<file path="src/rtl/serial_subtractor_pkg.sv">
// Shared types and default sizing for the digit-serial subtractor.
package serial_subtractor_pkg;

  localparam int DEF_WIDTH = 16;
  localparam int DEF_DIGIT = 4;

  typedef enum logic [1:0] {
    IDLE = 2'd0,
    RUN  = 2'd1,
    DONE = 2'd2
  } state_t;

endpackage

</file>
<file path="src/rtl/serial_subtractor_if.sv">
// Operand/result handshake bundle for serial_subtractor.
interface serial_subtractor_if #(
  parameter int WIDTH = 16
);
  logic             in_valid;
  logic             in_ready;
  logic [WIDTH-1:0] a;
  logic [WIDTH-1:0] b;
  logic             borrow_in;
  logic             out_valid;
  logic             out_ready;
  logic [WIDTH-1:0] difference;
  logic             borrow_out;

  modport master (
    output in_valid, a, b, borrow_in, out_ready,
    input  in_ready, out_valid, difference, borrow_out
  );

  modport slave (
    input  in_valid, a, b, borrow_in, out_ready,
    output in_ready, out_valid, difference, borrow_out
  );
endinterface

</file>
<file path="src/rtl/serial_subtractor_digit.sv">
// Combinational DIGIT-bit borrow-ripple subtractor slice (module digit_subtractor).
module digit_subtractor #(
  parameter int DIGIT = 4
) (
  input  logic [DIGIT-1:0] a_d,
  input  logic [DIGIT-1:0] b_d,
  input  logic             bin,
  output logic [DIGIT-1:0] d,
  output logic             bout
);

  logic [DIGIT:0] brw_s;

  assign brw_s[0] = bin;

  for (genvar i = 0; i < DIGIT; i++) begin : g_bit
    assign d[i]       = a_d[i] ^ b_d[i] ^ brw_s[i];
    // Borrow when a<b at this bit, or bits equal and a borrow arrives from below.
    assign brw_s[i+1] = (~a_d[i] & b_d[i]) | (~(a_d[i] ^ b_d[i]) & brw_s[i]);
  end

  assign bout = brw_s[DIGIT];

endmodule

</file>
<file path="src/rtl/serial_subtractor.sv">
// Digit-serial unsigned subtractor: a - b - borrow_in, DIGIT bits per cycle.
// Optional saturation to zero on final borrow: define SERIAL_SUBTRACTOR_SAT_EN.
module serial_subtractor
  import serial_subtractor_pkg::*;
#(
  parameter int WIDTH = DEF_WIDTH,
  parameter int DIGIT = DEF_DIGIT
) (
  input logic                 clk,
  input logic                 rst,
  serial_subtractor_if.slave  bus
);

  localparam int NDIG = WIDTH / DIGIT;
  localparam int CW   = (NDIG > 1) ? $clog2(NDIG) : 1;

  state_t           state_r;
  state_t           state_nxt_s;
  logic [CW-1:0]    cnt_r;
  logic [WIDTH-1:0] a_r;
  logic [WIDTH-1:0] b_r;
  logic [WIDTH-1:0] res_r;
  logic             brw_r;
  logic [WIDTH-1:0] diff_r;
  logic             bout_r;

  logic             accept_s;
  logic             last_s;
  logic [DIGIT-1:0] a_sl_s;
  logic [DIGIT-1:0] b_sl_s;
  logic [DIGIT-1:0] d_s;
  logic             bout_s;
  logic [WIDTH-1:0] res_fin_s;

  assign accept_s = (state_r == IDLE) && bus.in_valid;
  assign last_s   = (cnt_r == CW'(NDIG - 1));

  digit_subtractor #(.DIGIT(DIGIT)) u_digit (
    .a_d  (a_sl_s),
    .b_d  (b_sl_s),
    .bin  (brw_r),
    .d    (d_s),
    .bout (bout_s)
  );

  // Select the current operand slice and merge its result into the accumulated value.
  always_comb begin
    a_sl_s    = a_r[cnt_r*DIGIT +: DIGIT];
    b_sl_s    = b_r[cnt_r*DIGIT +: DIGIT];
    res_fin_s = res_r;
    res_fin_s[cnt_r*DIGIT +: DIGIT] = d_s;
  end

  // FSM state register.
  always_ff @(posedge clk or posedge rst) begin
    if (rst) begin
      state_r <= IDLE;
    end else begin
      state_r <= state_nxt_s;
    end
  end

  // FSM next-state logic.
  always_comb begin
    state_nxt_s = state_r;
    case (state_r)
      IDLE: begin
        if (accept_s) state_nxt_s = RUN;
        else          state_nxt_s = IDLE;
      end
      RUN: begin
        if (last_s) state_nxt_s = DONE;
        else        state_nxt_s = RUN;
      end
      DONE: begin
        if (bus.out_ready) state_nxt_s = IDLE;
        else               state_nxt_s = DONE;
      end
      default: state_nxt_s = IDLE;
    endcase
  end

  // Operand capture, per-digit accumulation and result publication on the last digit.
  always_ff @(posedge clk or posedge rst) begin
    if (rst) begin
      cnt_r  <= {CW{1'b0}};
      a_r    <= {WIDTH{1'b0}};
      b_r    <= {WIDTH{1'b0}};
      res_r  <= {WIDTH{1'b0}};
      brw_r  <= 1'b0;
      diff_r <= {WIDTH{1'b0}};
      bout_r <= 1'b0;
    end else begin
      case (state_r)
        IDLE: begin
          if (accept_s) begin
            a_r   <= bus.a;
            b_r   <= bus.b;
            brw_r <= bus.borrow_in;
            cnt_r <= {CW{1'b0}};
          end
        end
        RUN: begin
          res_r <= res_fin_s;
          brw_r <= bout_s;
          cnt_r <= cnt_r + CW'(1);
          if (last_s) begin
            bout_r <= bout_s;
`ifdef SERIAL_SUBTRACTOR_SAT_EN
            diff_r <= bout_s ? {WIDTH{1'b0}} : res_fin_s;
`else
            diff_r <= res_fin_s;
`endif
          end
        end
        default: begin
        end
      endcase
    end
  end

  // in_ready is gated by rst so it reads 0 while reset is held.
  assign bus.in_ready   = (state_r == IDLE) && !rst;
  assign bus.out_valid  = (state_r == DONE);
  assign bus.difference = diff_r;
  assign bus.borrow_out = bout_r;

endmodule

</file>
<file path="src/flat_wrapper.sv">
// flat-port wrapper written by rule: the top's interface ports become plain ports
module serial_subtractor_flat import serial_subtractor_pkg::*;
#(
  parameter int WIDTH = DEF_WIDTH,
  parameter int DIGIT = DEF_DIGIT
)
  (clk, rst, bus_in_valid, bus_a, bus_b, bus_borrow_in, bus_out_ready, bus_in_ready, bus_out_valid, bus_difference, bus_borrow_out);
  serial_subtractor_if #(.WIDTH(WIDTH)) bus_i ();
  input logic clk;
  input logic rst;
  input wire logic [$bits(bus_i.in_valid)-1:0] bus_in_valid;
  input wire logic [$bits(bus_i.a)-1:0] bus_a;
  input wire logic [$bits(bus_i.b)-1:0] bus_b;
  input wire logic [$bits(bus_i.borrow_in)-1:0] bus_borrow_in;
  input wire logic [$bits(bus_i.out_ready)-1:0] bus_out_ready;
  output wire logic [$bits(bus_i.in_ready)-1:0] bus_in_ready;
  output wire logic [$bits(bus_i.out_valid)-1:0] bus_out_valid;
  output wire logic [$bits(bus_i.difference)-1:0] bus_difference;
  output wire logic [$bits(bus_i.borrow_out)-1:0] bus_borrow_out;
  assign bus_i.in_valid = bus_in_valid;
  assign bus_i.a = bus_a;
  assign bus_i.b = bus_b;
  assign bus_i.borrow_in = bus_borrow_in;
  assign bus_i.out_ready = bus_out_ready;
  assign bus_in_ready = bus_i.in_ready;
  assign bus_out_valid = bus_i.out_valid;
  assign bus_difference = bus_i.difference;
  assign bus_borrow_out = bus_i.borrow_out;
  serial_subtractor #(.WIDTH(WIDTH), .DIGIT(DIGIT)) u_core (.clk(clk), .rst(rst), .bus(bus_i));
endmodule
</file>
<file path="config.mk">
export PLATFORM = sky130hd
export DESIGN_NAME = serial_subtractor_flat
export DESIGN_NICKNAME = d
export VERILOG_FILES = /design/src/rtl/serial_subtractor_pkg.sv /design/src/rtl/serial_subtractor_if.sv /design/src/rtl/serial_subtractor_digit.sv /design/src/rtl/serial_subtractor.sv /design/src/flat_wrapper.sv
export SDC_FILE = /design/constraint.sdc
export NUM_CORES = 1
export LEC_CHECK = 0
export ABC_AREA = 1
export BUFFER_PORTS_ARGS = -buffer_cell sky130_fd_sc_hd__buf_2
export CAP_MARGIN = 20
export CORE_MARGIN = 2
export CORE_UTILIZATION = 48
export DETAILED_ROUTE_END_ITERATION = 16
export PLACE_DENSITY = 0.81
export SLEW_MARGIN = 30
export SYNTH_ARGS = -nofsm -noshare
export SYNTH_HDL_FRONTEND = slang
export SYNTH_SLANG_ARGS = --single-unit
</file>
<file path="constraint.sdc">
create_clock -name clk -period 7.6 [get_ports clk]
set_clock_uncertainty 0.1 [all_clocks]
set_input_delay 1.14 -clock clk [delete_from_list [all_inputs] [get_ports clk]]
set_output_delay 1.14 -clock clk [all_outputs]
set_load 0.005 [all_outputs]
</file>
==> results of run 1 <==
==> kinds of logic (layout without fill, tap and decap cells) <==
family | Yosys count | in the layout | synth area share [%]
compound gates | 23 | 23 | 3.67
fa+ha+maj | 10 | 10 | 4.65
buf+inv | 34 | 91 | 4.68
flops | 70 | 70 | 52.5
simple gates | 291 | 291 | 34.5
==> critical path: stages (launching register included) <==
cell      delay [ns]
dfrtp_1         0.90
clkinv_1        0.70
nand2_1         0.20
nand3_1         0.09
nand2_1         0.10
fa_1            0.16
inv_1           0.05
fa_1            0.39
fa_1            0.38
inv_1           0.08
fa_1            0.42
nor2_1          0.19
nand3_1         0.11
nand2_1         0.12
nand2_1         0.05
nand2_1         0.06
==> metrics by stage <==
stage / cells / utilization, % / total power, mW / hold WS [ns] / instance area, µm²
floorplan: 428 / - / 1.19 / 0.344 / 3340
global placement: 549 / 53.9 / 1.37 / 0.357 / 3640
detailed placement: 549 / 53.9 / 1.40 / 0.362 / 3640
CTS: 565 / 57.3 / 1.75 / 0.382 / 3870
global route: 565 / 57.4 / 1.89 / 0.401 / 3880
finish: 565 / 57.4 / 1.74 / 0.375 / 3880
==> per-layer routing <==
layer / up-vias / share of wire (%)
met5: - / 0
met4: 0 / 2.0
met3: 16 / 4.4
met2: 78 / 47
met1: 1296 / 46
li1: 1427 / -
==> power by group <==
part           switching [mW]  leakage [nW]  internal [mW]  total (mW)
clock network           0.138         0.116          0.202       0.340
logic                   0.478          1.20          0.266       0.744
registers               0.122         0.912          0.530       0.652
total                   0.738          2.22          0.998        1.74
==> Yosys cell counts, types with 2 or more instances <==
cell | n | share of area, %
nand3_1 | 23 | 3.4
inv_1 | 12 | 1.3
o22ai_1 | 4 | 0.75
nor2_1 | 15 | 1.7
dfrtp_1 | 70 | 52
o21ai_0 | 18 | 2.7
buf_2 | 13 | 1.9
inv_2 | 4 | 0.45
fa_1 | 4 | 2.4
ha_1 | 6 | 2.2
clkinv_1 | 2 | 0.22
nand2_1 | 249 | 28
==> final timing paths <==
kind                       cells after the start  slack [ns]                         to
max                                           15        3.43           u_core.res_r[15]
min                                            2        0.38   u_core.bus.difference[6]
max reg2reg                                   15        3.43           u_core.res_r[15]
min reg2reg                                    2        0.38   u_core.bus.difference[6]
max in group asynchronous                      3        6.13            u_core.res_r[6]
min in group asynchronous                      3        0.85  u_core.bus.difference[12]
==> state kept, by name, summed over array words and instances, names as in the netlist <==
| signal | count |
|---|---|
| u_core.a_r | 16 |
| u_core.b_r | 16 |
| u_core.bus.difference | 16 |
| u_core.res_r | 16 |
| u_core.cnt_r | 2 |
| u_core.state_r | 2 |
| u_core.brw_r | 1 |
| u_core.bus.borrow_out | 1 |
==> cell type report <==
type                    instances  area [µm²]  area share (%)
clock buffers                  11         151            3.90
clock inverters                 5        81.3            2.10
inverters                      19        76.3            1.97
multi-input cells             324        1430            36.9
flip-flops and latches         70        1750            45.2
well taps                      80         100            2.58
repair buffers                 56         287            7.39
==> impl_metrics.tcl, run 1 <==
set metrics [dict create \
    run_status "finished clean" \
    nets 527 \
    final_period_minus_worst_setup_slack_ns 4.17 \
    cts_tree "yes" \
    rsz_0062_raised_after_global_routing "no" \
    dieWidth_um 87.4 \
    yosys.cell_types.count 20 \
    setup-tns-final_ns 0 \
    crit_path_setup_slack_layout_ns 3.43 \
    filler_cell_count 618 \
    setup.worst_path.start "u_core.cnt_r[0]" \
    grt_overflow_total 0 \
    grt_pass1_vias 2709 \
    groute.layer.met1.usage_pct 25.9 \
    synth_sequential_area_ratio_pct 52.5 \
    number_of_synthesized_flops_with_an_enable_pin 0 \
    post_cts.resized_instances 0 \
    layout_commonest_cell "nand2_1" \
    postSynthNetCount 475 \
    synthesis.area_per_instance_um2 7.80 \
    buffer_ports.inserted 55 \
    cp.required_ns 7.79 \
    pwr_density_cell_mw_per_mm2 448 \
    total_leakage_power_nw 2.22 \
    floorplan.io_pins 56 \
    fmax_mhz 240 \
    post_route_cells_drive_above_1_share_pct 16.7 \
    worstPathMaxFanout 30 \
    groute.usage.overall_pct 19.9 \
    layout.cells.most_common_list "249 x nand2_1, 70 x dfrtp_1, 55 x buf_2, 23 x nand3_1, 18 x o21ai_0" \
    grt_pass1_wl_um 12000 \
    startpoint_type "register" \
    antenna_violating_nets_post_route 0 \
    final-hold-violation-count 0 \
    htree_levels 3 \
    initial_core_utilization_pct 49.4 \
    fp.coreArea_mm2 0.00676 \
    clock_tree.root_cell "clkbuf_8" \
    worstSetupPathType "register to register" \
    postSynthRegisterBits 70 \
    grt_max_degree 71 \
    worst_hold_startpoint "u_core.bus.difference[6]" \
    async_reset_ff_share_pct 100 \
    gr-usage-met3_pct 4.17 \
    clockBufferDepth 2 \
    clock_insertion_delay_worst_skew_ns 0.35 \
    synth_area_mm2 0.00334 \
    routed_wl_um 7000 \
    die_height_um 87.4 \
    yosys_warnings 0 \
    global_route.usage.met2_pct 32.4 \
    timing_worst_slew_pin_value_ns 0.854 \
    drt_iter0_markers 259 \
    maxCapViolCount 0 \
    rows 30 \
    global_route.peak_usage_layer "met2" \
    numCtsBuffers 9 \
    crit-reg2reg-launch "u_core.cnt_r[0]" \
    diodes 0 \
    final-max-slew-violation-count 0 \
    hold_path_class "register to register" \
    post_cts_setup_inserts 0 \
    critical_path_arrival_ns 4.36 \
    detailedPlacementHpwl_um 4960 \
    remaining_drc_errors 0 \
    avgRoutedWirePerCell_um 12.4 \
    max-vdd-ir-drop_mv 0.198 \
    ys_dominant_reg_cell "dfrtp_1" \
    cts.reportedPaths.clkPinSlew_ns 0.08 \
    avgViaCountPerCell 4.99 \
    preCtsSetupSlack_ns 3.50 \
    antenna_found_initial 0 \
    cts_hold_buf 0 \
    drt-pass1-iter-count 5 \
    synthCells 428 \
    die-area_mm2 0.00764 \
    setup_violations 0 \
    area.growth.synth_to_final_pct 16.2 \
    slew_headroom_pct 43.1 \
    cts_sinks 70 \
    sort_of_element_at_the_end_of_the_critical_path "register" \
    period_share_pct 54.8 \
    routabilityCongestion 0.879 \
    num_vias 2817 \
]
Note: power is estimated with default switching activity, not from simulation.
==> run 2, diff against run 1 <==
PLACE_DENSITY = 0.83   (was 0.81)
clock period = 3.7 ns   (was 7.6 ns; I/O delays follow)
==> impl_metrics.tcl, run 2 (synthesis gave the netlist of run 1 again) <==
set metrics [dict create \
    run_status "finished clean" \
    slowest_delay_ns 0.60 \
    worstSetupPathType "register to register" \
    timing_worst_slew_pin_value_ns 0.617 \
    finalInstanceArea_mm2 0.00390 \
    multiInputGateArea_mm2 0.00143 \
    regArea_mm2 0.00175 \
    pwr_density_cell_mw_per_mm2 930 \
    critical_path_arrival_ns 3.56 \
    post_cts_setup_inserts 0 \
    fmax_mhz 298 \
    worstPathMaxFanout 13 \
    grt_pass1_wl_um 12800 \
    grt_pass1_vias 2806 \
    grt_max_degree 42 \
    timing.reg2reg.setup_slack_ns 0.35 \
    final-max-slew-violation-count 0 \
    rows 30 \
    p_int_mw 2.07 \
    dpl_cell_area_mm2 0.00366 \
    nets 530 \
    switching_share_pct 43.0 \
    family_of_cells_with_the_greatest_summed_delay_on_the_critical_path "adder cells" \
    numCtsBuffers 9 \
    die-area_mm2 0.00764 \
    routed_wl_um 7460 \
    clockBufferDepth 2 \
    period_share_pct 90.6 \
    max-vdd-ir-drop_mv 0.412 \
    diodes 0 \
    num_vias 2858 \
    power.net_switching_mw 1.56 \
    routabilityCongestion 0.881 \
    filler_cell_count 669 \
    die_height_um 87.4 \
    p_clk_share_pct 19.7 \
    hold_path_class "input port to async pin" \
    post_route_cells_drive_above_1_share_pct 17.2 \
    antenna_violating_nets_post_route 0 \
    setup_violations 0 \
    critical_path_buf_inv_count 2 \
    maxCapViolCount 0 \
    preCtsSetupSlack_ns 0.380 \
    slew_headroom_pct 58.8 \
    final_period_minus_worst_setup_slack_ns 3.35 \
    startpoint_type "register" \
    cts.reportedPaths.clkPinSlew_ns 0.08 \
    crit-reg2reg-launch "u_core.cnt_r[1]" \
    groute.usage.overall_pct 21.6 \
    cts_tree "yes" \
    cp.required_ns 3.90 \
    sort_of_element_at_the_end_of_the_critical_path "register" \
    post_cts.resized_instances 0 \
    share_comb_of_total_power_pct 44.3 \
    layout_commonest_cell "nand2_1" \
    floorplan.io_pins 56 \
    buffer_ports.inserted 55 \
    final-hold-violation-count 0 \
    crit_path_setup_slack_layout_ns 0.346 \
    avgRoutedWirePerCell_um 13.1 \
    remaining_drc_errors 0 \
    fin_util_pct 57.7 \
    clock_tree.root_cell "clkbuf_8" \
    drt-pass1-iter-count 4 \
    cell_chain_critical_path "clkinv_1, o21ai_0, o22ai_1, fa_1, fa_1, inv_1, fa_1, nor2_1, nand3_1, nand2_1, nand2_1, nand2_1" \
    finalHoldWorstSlack_ns 0.169 \
    avgViaCountPerCell 5.03 \
    grt_overflow_total 0 \
    htree_levels 3 \
    cts_hold_buf 0 \
    dieWidth_um 87.4 \
    fp.coreArea_mm2 0.00676 \
    rsz_0062_raised_after_global_routing "no" \
    total_leakage_power_nw 2.24 \
    area.growth.synth_to_final_pct 16.7 \
    drt_iter0_markers 138 \
    cts_sinks 70 \
    antenna_found_initial 0 \
    clock_insertion_delay_worst_skew_ns 0.36 \
    setup-tns-final_ns 0 \
    initial_core_utilization_pct 49.4 \
    setup.worst_path.start "u_core.cnt_r[1]" \
    detailedPlacementHpwl_um 5310 \
    critical_path.slowest_cell "dfrtp_1" \
    layout.cells.most_common_list "249 x nand2_1, 70 x dfrtp_1, 55 x buf_2, 23 x nand3_1, 18 x o21ai_0" \
    seqPwrFrac_pct 36.1 \
]
==> run 2: metrics by stage <==
stage | total power [mW] | std cells
2_1_floorplan | 2.45 | 428
3_3_place_gp | 2.84 | 552
3_5_place_dp | 2.92 | 552
4_1_cts | 3.64 | 568
5_1_grt | 3.96 | 568
6_report | 3.62 | 568
==> run 2: power groups by stage <==
stage	clock network, mW	logic (mW)	registers, mW
floorplan	0	1.20	1.25
global placement	0	1.54	1.30
detailed placement	0	1.61	1.32
CTS	0.725	1.61	1.31
global route	0.753	1.87	1.34
finish	0.713	1.60	1.31
==> run 2: metal layers <==
| metal | part of all wire, % | up-vias | global-route usage (%) |
|---|---|---|---|
| met2 | 48 | 85 | 34.4 |
| met5 | 0 | - | 0 |
| met1 | 44 | 1329 | 28.9 |
| met3 | 5.1 | 12 | 4.17 |
| li1 | - | 1432 | - |
| met4 | 2.1 | 0 | 9.65 |
==> run 2: cell type report <==
cell class,count,area share (%)
sequential,70,45.0
clock buffer,11,3.89
multi-input combinational,324,36.7
inverter,19,1.96
clock inverter,5,2.09
timing repair buffer,59,7.84
tap,80,2.57
==> run 2: final timing paths <==
| check | end | depth (start not counted) |
|---|---|---|
| max in group asynchronous | u_core.bus.difference[0] | 3 |
| min | u_core.state_r[1] | 2 |
| min in group clk | u_core.a_r[14] | 3 |
| max reg2reg | u_core.res_r[7] | 12 |
| max | u_core.res_r[7] | 12 |
| min reg2reg | u_core.bus.difference[6] | 2 |
==> run 3, diff against run 2 <==
PLACE_DENSITY = 0.84   (was 0.83)
SYNTH_HIERARCHICAL = 1   (was not set)
==> impl_metrics.tcl, run 3 <==
set metrics [dict create \
    routabilityCongestion 0.891 \
    worstSetupPathType "register to register" \
    p_clk_share_pct 17.6 \
    cp.required_ns 3.83 \
    filler_cell_count 603 \
    critical_path_arrival_ns 3.44 \
    cts.reportedPaths.clkPinSlew_ns 0.07 \
    grt_pass1_wl_um 12000 \
    post_cts.resized_instances 0 \
    diodes 0 \
    cts_sinks 66 \
    sort_of_element_at_the_end_of_the_critical_path "register" \
    gr-usage-met3_pct 4.23 \
    antenna_found_initial 0 \
    synth.largest_area_cell "dfrtp_1" \
    clock_insertion_delay_worst_skew_ns 0.34 \
    period_share_pct 89.4 \
    num_vias 2720 \
    groute.usage.overall_pct 20.7 \
    cpMostUsedCell "nand2_1" \
    rows 29 \
    grt_pass1_vias 2669 \
    die-area_mm2 0.00741 \
    startpoint_type "register" \
    yosysMostFrequentCell "nand2_1" \
    dieWidth_um 86.1 \
    slew_headroom_pct 45.9 \
    fp.coreArea_mm2 0.00642 \
    layout.cells.most_common_list "208 x nand2_1, 66 x dfrtp_1, 55 x buf_2, 26 x inv_1" \
    setup-tns-final_ns 0 \
    maxCapViolCount 0 \
    yosys.cell_types.count 21 \
    global_route.usage.met2_pct 34.0 \
    remaining_drc_errors 0 \
    finalHoldWorstSlack_ns 0.252 \
    post_route_cells_drive_above_1_share_pct 17.4 \
    switching_share_pct 43.6 \
    total_leakage_power_nw 2.15 \
    ys_dominant_reg_cell "dfrtp_1" \
    avgRoutedWirePerCell_um 12.8 \
    numCtsBuffers 9 \
    cell_chain_critical_path "inv_1, o21ai_0, o21ai_1, fa_1, inv_1, fa_1, fa_1, inv_1, fa_1, nand2_1, nor2_1, nand2_1, nand2_1, nand2_1, nand2_1" \
    htree_levels 3 \
    synthesis.area_per_instance_um2 7.83 \
    synth.cells.most_frequent "208 x nand2_1, 66 x dfrtp_1, 27 x inv_1" \
    totalPowerFinal_mw 3.49 \
    global_route.peak_usage_layer "met2" \
    fmax_mhz 302 \
    postSynthRegisterBits 66 \
    final_period_minus_worst_setup_slack_ns 3.31 \
    clockBufferDepth 2 \
    synth_area_mm2 0.00323 \
    hold_path_class "input port to async pin" \
    buffer_ports.inserted 55 \
    routed_wl_um 7010 \
    max-vdd-ir-drop_mv 0.466 \
    preCtsSetupSlack_ns 0.423 \
    p_int_mw 1.97 \
    run_status "finished clean" \
    post_cts_setup_inserts 0 \
    layout_commonest_cell "nand2_1" \
    synth_area_leaders "dfrtp_1 51%, nand2_1 24%, o21ai_0 3.7%" \
    floorplan.io_pins 56 \
    slowest_delay_ns 0.45 \
    postSynthNetCount 459 \
    grt_max_degree 48 \
    synthCells 413 \
    die_height_um 86.1 \
    share_comb_of_total_power_pct 47.4 \
    timing_worst_slew_pin_value_ns 0.810 \
    cts_hold_buf 0 \
    groute.layer.met1.usage_pct 26.7 \
    cts_tree "yes" \
    worstPathMaxFanout 16 \
    drt-pass1-iter-count 5 \
    rsz_0062_raised_after_global_routing "no" \
    drt_iter0_markers 164 \
    seqPwrFrac_pct 35.0 \
    initial_core_utilization_pct 50.3 \
    avgViaCountPerCell 4.97 \
    power.net_switching_mw 1.52 \
    pwr_density_cell_mw_per_mm2 940 \
    antenna_violating_nets_post_route 0 \
    synth_sequential_area_ratio_pct 51.1 \
    async_reset_ff_share_pct 100 \
    final-hold-violation-count 0 \
    synth_top_area_share_pct 51.1 \
    area.growth.synth_to_final_pct 14.8 \
    detailedPlacementHpwl_um 5040 \
    final-max-slew-violation-count 0 \
    nets 512 \
    critical_path.slowest_cell "fa_1" \
    yosys_warnings 6 \
    number_of_synthesized_flops_with_an_enable_pin 0 \
    grt_overflow_total 0 \
    setup_violations 0 \
    crit_path_setup_slack_layout_ns 0.390 \
    clock_tree.root_cell "clkbuf_8" \
]
## run 3: power by group through the flow
stage | clock (mW) | sequential (mW) | combinational (mW)
finish | 0.615 | 1.22 | 1.65
floorplan | 0 | 1.19 | 1.27
CTS | 0.630 | 1.22 | 1.65
global placement | 0 | 1.21 | 1.57
global route | 0.665 | 1.25 | 1.90
detailed placement | 0 | 1.23 | 1.65
## run 3: final timing paths
path                                           start                   endpoint  slack, ns  cells past startpoint
hold reg to reg            u_core/bus.difference[13]  u_core/bus.difference[13]       0.37                      2
hold / removal                                   rst            u_core/res_r[3]       0.25                      2
max in group asynchronous                        rst              u_core/a_r[0]       2.51                      3
min in group clk                       bus_out_ready          u_core/state_r[1]       0.30                      2
setup reg to reg                     u_core/cnt_r[1]            u_core/res_r[7]       0.39                     15
setup / recovery                     u_core/cnt_r[1]            u_core/res_r[7]       0.39                     15
## run 3: layout make-up
cell class,count,area (µm²),area share (%)
clock buffers,13,169,4.55
clock inverters,2,35.0,0.944
inverters,33,125,3.37
repair buffers,58,298,8.02
multi-input cells,298,1340,36.0
well taps,77,96.3,2.60
flip-flops and latches,66,1650,44.5
## run 3: routing by layer
layer / share of wire [%] / routed length (µm) / vias up
li1: - / - / 1369
met4: 2.3 / 161 / 0
met2: 49 / 3410 / 94
met1: 43 / 3040 / 1240
met3: 5.6 / 390 / 17
met5: 0 / 0 / -
## run 3: logic make-up (layout without fill, tap and decap cells)
| kind of cell | after synthesis | in the layout | share of synthesized area [%] |
|---|---|---|---|
| and+or+nand+nor | 250 | 250 | 30.7 |
| DFF | 66 | 66 | 51.1 |
| buffers and inverters | 49 | 106 | 7.55 |
| AOI/OAI and AO/OA | 39 | 39 | 6.23 |
| adders and majority gates | 9 | 9 | 4.41 |
## run 3: critical path: cells and delay by family, from the launching register on
family	cells	cell delay (ns)
simple gates	6	0.40
compound gates	2	0.39
flops	1	0.43
buf+inv	3	0.47
fa+ha+maj	4	1.41
## run 3: through the flow
step                      instance area, µm²  std cells  utilization [%]
after floorplan                         3230        413                -
after global placement                  3510        532             54.6
after detailed placement                3510        532             54.6
after CTS                               3710        547             57.8
after global routing                    3710        547             57.8
final                                   3710        547             57.8
